[src/rtl/bcd_serial_adder_ctrl.sv]
// Packed-BCD adder that reuses one digit add stage, LSD first, one digit per clock.
// Operands are latched on an accepted start; done pulses for one cycle when sum/carry are final.
module bcd_serial_adder_ctrl #(
  parameter int unsigned DIGITS = 4,
  parameter int unsigned CNT_W  = 4
) (
  input  logic                  clk,
  input  logic                  rst_n,
  input  logic                  start_i,
  input  logic [4*DIGITS-1:0]   a_i,
  input  logic [4*DIGITS-1:0]   b_i,
  input  logic                  carry_in_i,
  output logic                  busy_o,
  output logic                  done_o,
  output logic [4*DIGITS-1:0]   sum_o,
  output logic                  carry_o,
  output logic                  invalid_o
);

  localparam int unsigned DW = 4 * DIGITS;

  typedef enum logic [1:0] {IDLE, ADD, DONE} state_e;

  state_e           state_q, state_d;
  logic [CNT_W-1:0] idx_q, idx_d;
  logic             c_q, c_d;
  logic [DW-1:0]    a_q, a_d;
  logic [DW-1:0]    b_q, b_d;
  logic [DW-1:0]    sum_q, sum_d;
  logic             carry_q, carry_d;
  logic             inv_q, inv_d;
  logic             busy_q, done_q;

  logic [3:0]       dig_a, dig_b, dig_s;
  logic [4:0]       t;
  logic             c_nxt;

  function automatic logic has_bad_digit(input logic [DW-1:0] v);
    logic r;
    r = 1'b0;
    for (int unsigned k = 0; k < DIGITS; k++) begin
      if (v[k*4 +: 4] > 4'd9) r = 1'b1;
    end
    return r;
  endfunction

  // Next-state and datapath for the shared digit stage
  always_comb begin
    state_d = state_q;
    idx_d   = idx_q;
    c_d     = c_q;
    a_d     = a_q;
    b_d     = b_q;
    sum_d   = sum_q;
    carry_d = carry_q;
    inv_d   = inv_q;
    dig_a   = 4'd0;
    dig_b   = 4'd0;
    dig_s   = 4'd0;
    c_nxt   = 1'b0;

    for (int unsigned k = 0; k < DIGITS; k++) begin
      if (idx_q == CNT_W'(k)) begin
        dig_a = a_q[k*4 +: 4];
        dig_b = b_q[k*4 +: 4];
      end
    end

    t = 5'(dig_a) + 5'(dig_b) + 5'(c_q);
    if (t > 5'd9) begin
      dig_s = 4'(t + 5'd6);
      c_nxt = 1'b1;
    end else begin
      dig_s = t[3:0];
      c_nxt = 1'b0;
    end

    case (state_q)
      IDLE: begin
        if (start_i) begin
          a_d     = a_i;
          b_d     = b_i;
          c_d     = carry_in_i;
          idx_d   = '0;
          sum_d   = '0;
          inv_d   = has_bad_digit(a_i) | has_bad_digit(b_i);
          state_d = ADD;
        end
      end
      ADD: begin
        for (int unsigned k = 0; k < DIGITS; k++) begin
          if (idx_q == CNT_W'(k)) sum_d[k*4 +: 4] = dig_s;
        end
        c_d = c_nxt;
        if (idx_q == CNT_W'(DIGITS - 1)) begin
          carry_d = c_nxt;
          state_d = DONE;
        end else begin
          idx_d = idx_q + CNT_W'(1);
        end
      end
      DONE:    state_d = IDLE;
      default: state_d = IDLE;
    endcase
  end

  // State, operand and registered-output flops
  always_ff @(posedge clk or negedge rst_n) begin
    if (!rst_n) begin
      state_q <= IDLE;
      idx_q   <= '0;
      c_q     <= 1'b0;
      a_q     <= '0;
      b_q     <= '0;
      sum_q   <= '0;
      carry_q <= 1'b0;
      inv_q   <= 1'b0;
      busy_q  <= 1'b0;
      done_q  <= 1'b0;
    end else begin
      state_q <= state_d;
      idx_q   <= idx_d;
      c_q     <= c_d;
      a_q     <= a_d;
      b_q     <= b_d;
      sum_q   <= sum_d;
      carry_q <= carry_d;
      inv_q   <= inv_d;
      busy_q  <= (state_d == ADD);
      done_q  <= (state_d == DONE);
    end
  end

  assign busy_o    = busy_q;
  assign done_o    = done_q;
  assign sum_o     = sum_q;
  assign carry_o   = carry_q;
  assign invalid_o = inv_q;

endmodule

[config.mk]
export PLATFORM = sky130hd
export DESIGN_NAME = bcd_serial_adder_ctrl
export DESIGN_NICKNAME = d
export VERILOG_FILES = /design/src/rtl/bcd_serial_adder_ctrl.sv
export SDC_FILE = /design/constraint.sdc
export NUM_CORES = 1
export LEC_CHECK = 0
export ABC_AREA = 1
export CAP_MARGIN = 0
export CORE_ASPECT_RATIO = 2
export CORE_MARGIN = 1.5
export CORE_UTILIZATION = 45
export DETAILED_ROUTE_END_ITERATION = 12
export PLACE_DENSITY_LB_ADDON = 0.25
export SLEW_MARGIN = 25
export SYNTH_ARGS = -nofsm -noshare
export SYNTH_HDL_FRONTEND = slang
export SYNTH_SLANG_ARGS = --single-unit
[constraint.sdc]
create_clock -name clk -period 6.8 [get_ports clk]
set_input_delay 0.68 -clock clk [delete_from_list [all_inputs] [get_ports clk]]
set_output_delay 0.68 -clock clk [all_outputs]
set_load 0.05 [all_outputs]
After elaboration in Yosys (flattened, before gate mapping) --
Index checks and enable logic that the tools add are counted.
Word-level totals: word-level logic and storage cells 86, input bits 36, bits in registers 59, output and inout bits 20
Cells by class: muxes and demuxes 36, order comparisons 9, reduce and logical (&&, ||, !) cells 11, bitwise operators 1, eq/ne operators 12, add/subtract/negate cells 4
Operators by type and width (number):
- 2-to-1 mux 4 bit | 15
- greater-than comparator 4 bit, second input constant | 8
- case mux 16 bit (2 select lines) | 1
- 2-to-1 mux 16 bit | 1
- AND reduction 3 bit | 5
- 2-to-1 mux 1 bit | 14
- inequality test 2 bit, second input constant | 6
- equality test 4 x 2 -> 1 bit, second input constant | 2
- case mux 4 bit (2 select lines) | 1
- AND reduction 2 bit | 3
- adder 4 x 4 -> 5 bit | 1
- adder 5 x 1 -> 5 bit | 1
- greater-than comparator 5 x 4 -> 1 bit, second input constant | 1
- adder 4 x 1 -> 4 bit, second input constant | 1
- adder 4 x 3 -> 4 bit, second input constant | 1
- equality test 2 x 1 -> 1 bit, second input constant | 2
- equality test 4 x 1 -> 1 bit, second input constant | 1
- zero test 4 bit | 1
- 2-to-1 mux 2 bit | 2
- case mux 2 bit (2 select lines) | 1
- equality test 2 bit, second input constant | 1
- zero test 2 bit | 1
- case mux 1 bit (2 select lines) | 1
- nonzero test 2 bit | 1
- bitwise OR 1 bit | 1

Logic depth before layout (Yosys ltp) --
depth in word-level cells 11, mapped depth 21, depth with buffers taken out 21

Least setup slack after synthesis --
No wires, ideal clock.
path type register to register, start point register idx_q[1], end point register sum_q[13], in the netlist sum_o[13], setup slack 3632 ps, required time 6681 ps, cell stages (with the launch flop) 20, data arrival time 3048 ps, path through dfrtp_1 > inv_1 > ha_1 > nand2_2 > inv_2 > nand2_1 > a21oi_1 > o22ai_1 > fa_1 > fa_1 > nand2_1 > nand2_2 > ha_1 > nand2_1 > a21boi_2 > nand2_2 > nand2_4 > nand2_1 > nand4_1 > nand2_1
On the way: longest elaborated chain between the ends 11, elaborated cells between the ends (all ways) 21
RTL lines:
- from (decl) | RTL line 25 | logic [CNT_W-1:0] idx_q, idx_d;
- from (signal assigned) | RTL line 122 | idx_q <= idx_d;
- zero test 4 bit | RTL line 63 | if (idx_q == CNT_W'(k)) begin
- 2-to-1 mux 4 bit (4 in a row) | RTL line 63
- adder 4 x 4 -> 5 bit | RTL line 69 | t = 5'(dig_a) + 5'(dig_b) + 5'(c_q);
- adder 5 x 1 -> 5 bit | RTL line 69
- adder 4 x 3 -> 4 bit or greater-than comparator 5 x 4 -> 1 bit (tied branches) | RTL line 71, 70
- 2-to-1 mux 4 bit | RTL line 70 | if (t > 5'd9) begin
- 2-to-1 mux 4 bit | RTL line 92 | if (idx_q == CNT_W'(k)) sum_d[k*4 +: 4] = dig_s;
- case mux 16 bit (2 select lines) | RTL line 78 | case (state_q)
- to (signal assigned) | RTL line 126 | sum_q <= sum_d;
- to (decl) | RTL line 29 | logic [DW-1:0] sum_q, sum_d;
Several ways; a longest one is shown, not always the timed one. The select of a mux whose other input is x is not followed. A chain may end at the register's enable or synchronous reset.

Worst setup path after layout --
start point register idx_q[1], end point register sum_q[6], in the netlist sum_o[6]
The elaborated chain is that of the path after synthesis.

==> reports/metrics.cfg <==
[critical_path]
r2r_cells=19
crit-reg2reg-launch=idx_q[1]
crit_buf_inv=2
cpLargestDelayFamily=adder cells
required_ns=7.02
crit_path_start_kind=flop
rr_endpoint=sum_o[6]
critical-path-max-stage-delay_ns=0.45
critPathArrivalTime_ns=3.77
endpoint_kind=flop
r2r_setup_slack_ns=3.25
crit_type=flop to flop
crit_slowest_cell=fa_1
cp_cell_sequence=inv_1, ha_1, nand2_2, inv_2, nand2_1, a21oi_1, o22ai_1, fa_1, fa_1, nand2_1, nand2_2, ha_1, nand2_1, a21boi_2, nand2_2, nand2_4, nand2_1, nand4_1, nand2_1
cpMostUsedCell=nand2_1
critPathMaxFanout=10

[logic_synthesis]
synth_common_cells=nand2_1, dfrtp_1, inv_1, o21ai_0, nand3_1
ys_seq_elements=59
syn_inst=373
synth_cell_types=37
syn_area_um2=3069
ys.flop_type=dfrtp_1
syn_nets=419
seq_area_frac_synth_pct=48.10
synth_area_leaders=dfrtp_1, nand2_1, inv_1
async_reset_ff_share_pct=100.0
synth_enable_flop_cells=0
synth_top_area_share_pct=48.10
yosysMostFrequentCell=nand2_1
yosys_warnings=0
synth.avg_cell_area_um2=8.228
synth_top_cell_by_area=dfrtp_1

[die]
dieArea_um2=7355
start_util_pct=46.35
num_rows=42
die_y_um=119.8
io-pin-count=56
die_w_um=61.40
core-area_um2=6621

[placed_design]
place_area_um2=3670
hpwl_um=5244
dp_worst_setup_slack_ns=3.289
gp_congestion=0.8935
io_buffers=55

[clocking]
clock_path_buffers=2
h-tree-depth=3
cts_tree=yes
clkTransAtPathRegs_ns=0.05
clock-sinks=59
cts_setup_buffers=0
ctsResizeCount=0
root_buffer=clkbuf_16
clkLatencyLatePin_ns=0.33
hold_buffers=0
cts_buffers=9

[global_route]
grt_pass1_wl_um=11590
grt_max_degree=60
grt_pass1_vias=2593
grt.total_usage_pct=21.80
overflow=0
antenna_found_initial=0

[min_path]
whs_path_depth=2
worstHoldEndpoint=sum_o[0]
worstHoldPathType=flop to flop
hold_path.startpoint=sum_o[0]

[cells_and_area]
num-fill-cells=627
fin_nets=476
regArea_um2=1476
n_antenna_cell=0
multiInputGateArea_um2=1373
drive_gt1_share_pct=11.98
area_delta_synth_final_pct=28.70
post-route-cell-area_um2=3950

[timing]
fin_worst_skew_ns=0.003385
setup_slack_ns=3.247
slew_violations=0
layout_min_cycle_time_ns=3.553
finalCritPeriodShare_pct=52.26
max-slew-margin-rel_pct=38.97
setup_tns_ns=0
finalSetupViolations=0
hold_slack_ns=0.4699
worstMarginPinSlew_ns=0.9122
clock.fmax_mhz=281.4
hold_violations=0
rsz0062_at_grt=false

[routing]
dr.pass1.iters=4
wl_per_cell_um=13.73
ant_nets=0
drt_iter0_drc=149
drcViolationCount=0
wl_um=7165
num_vias=2616
viasPerCell=5.011

[flow_run]
cap_violations=0

[run_status]
outcome=complete, no violations

[through the flow]
step                utilization, %  instances
floorplan                        -        373
global placement             55.42        507
detailed placement           55.42        507
CTS                          59.66        522
global route                 59.66        522
finish                       59.66        522
[metal layers]
metal  up-vias  routed length, um  GRT usage (%)
li1       1300                  -              -
met1      1215               2539          21.22
met2        76               4020          38.90
met3        25                261          4.203
met4         0                343          13.83
met5         -                  0              0
[registers in the layout (all words and copies together) (netlist names)]
signal / cells
a_q: 16
b_q: 16
sum_o: 16
idx_q: 4
state_q: 2
busy_o: 1
c_q: 1
carry_o: 1
done_o: 1
invalid_o: 1
[cell families (layout without fill, tap and decap cells)]
group | after synthesis | in the layout | share of synthesized area, %
AO/OA/AOI/OAI | 55 | 55 | 10.56
buffers and inverters | 52 | 113 | 7.175
adder cells (fa/ha/maj) | 10 | 10 | 4.566
flip-flops | 59 | 59 | 48.10
AND/OR/NAND/NOR | 195 | 195 | 29.03
XOR/XNOR | 2 | 2 | 0.5708
[cell type report]
class	count	area share [%]
Clock buffer	13	6.842
Clock inverter	2	0.2534
Inverter	42	3.991
Multi-Input combinational cell	262	34.75
Sequential cell	59	37.38
Tap cell	88	2.787
Timing Repair Buffer	56	14.00
[worst reg2reg max path, stage by stage, from the launching register on]
cell      delay [ns]
dfrtp_1         0.40
inv_1           0.10
ha_1            0.29
nand2_2         0.12
inv_2           0.16
nand2_1         0.07
a21oi_1         0.14
o22ai_1         0.10
fa_1            0.45
fa_1            0.44
nand2_1         0.11
nand2_2         0.08
ha_1            0.23
nand2_1         0.06
a21boi_2        0.17
nand2_2         0.10
nand2_4         0.09
nand2_1         0.12
nand4_1         0.14
nand2_1         0.06
[placed cells by master, fill, tap and decap left out, types with 8 or more instances in the layout]
cell type	count
clkdlybuf4s50_1	54
nand4_1	9
nand3_1	17
nor2_1	8
clkbuf_16	9
inv_1	34
o21ai_0	25
nand2_2	10
dfrtp_1	59
ha_1	8
a21oi_1	12
nand2_1	138
[how the worst max path moves through the flow]
stage	endpoint	depth (start not counted)	from	slack, ns
after floorplan	sum_o[13]	19	idx_q[1]	3.63
after global placement	sum_o[6]	19	idx_q[1]	3.37
after detailed placement	sum_o[6]	19	idx_q[1]	3.29
after CTS	sum_o[6]	19	idx_q[1]	3.27
after global routing	sum_o[6]	19	idx_q[1]	3.02
final	sum_o[6]	19	idx_q[1]	3.25
Power is left out: the tool's default activity adds up to more than one toggle a clock period on the data nets, which glitch-free logic cannot reach.
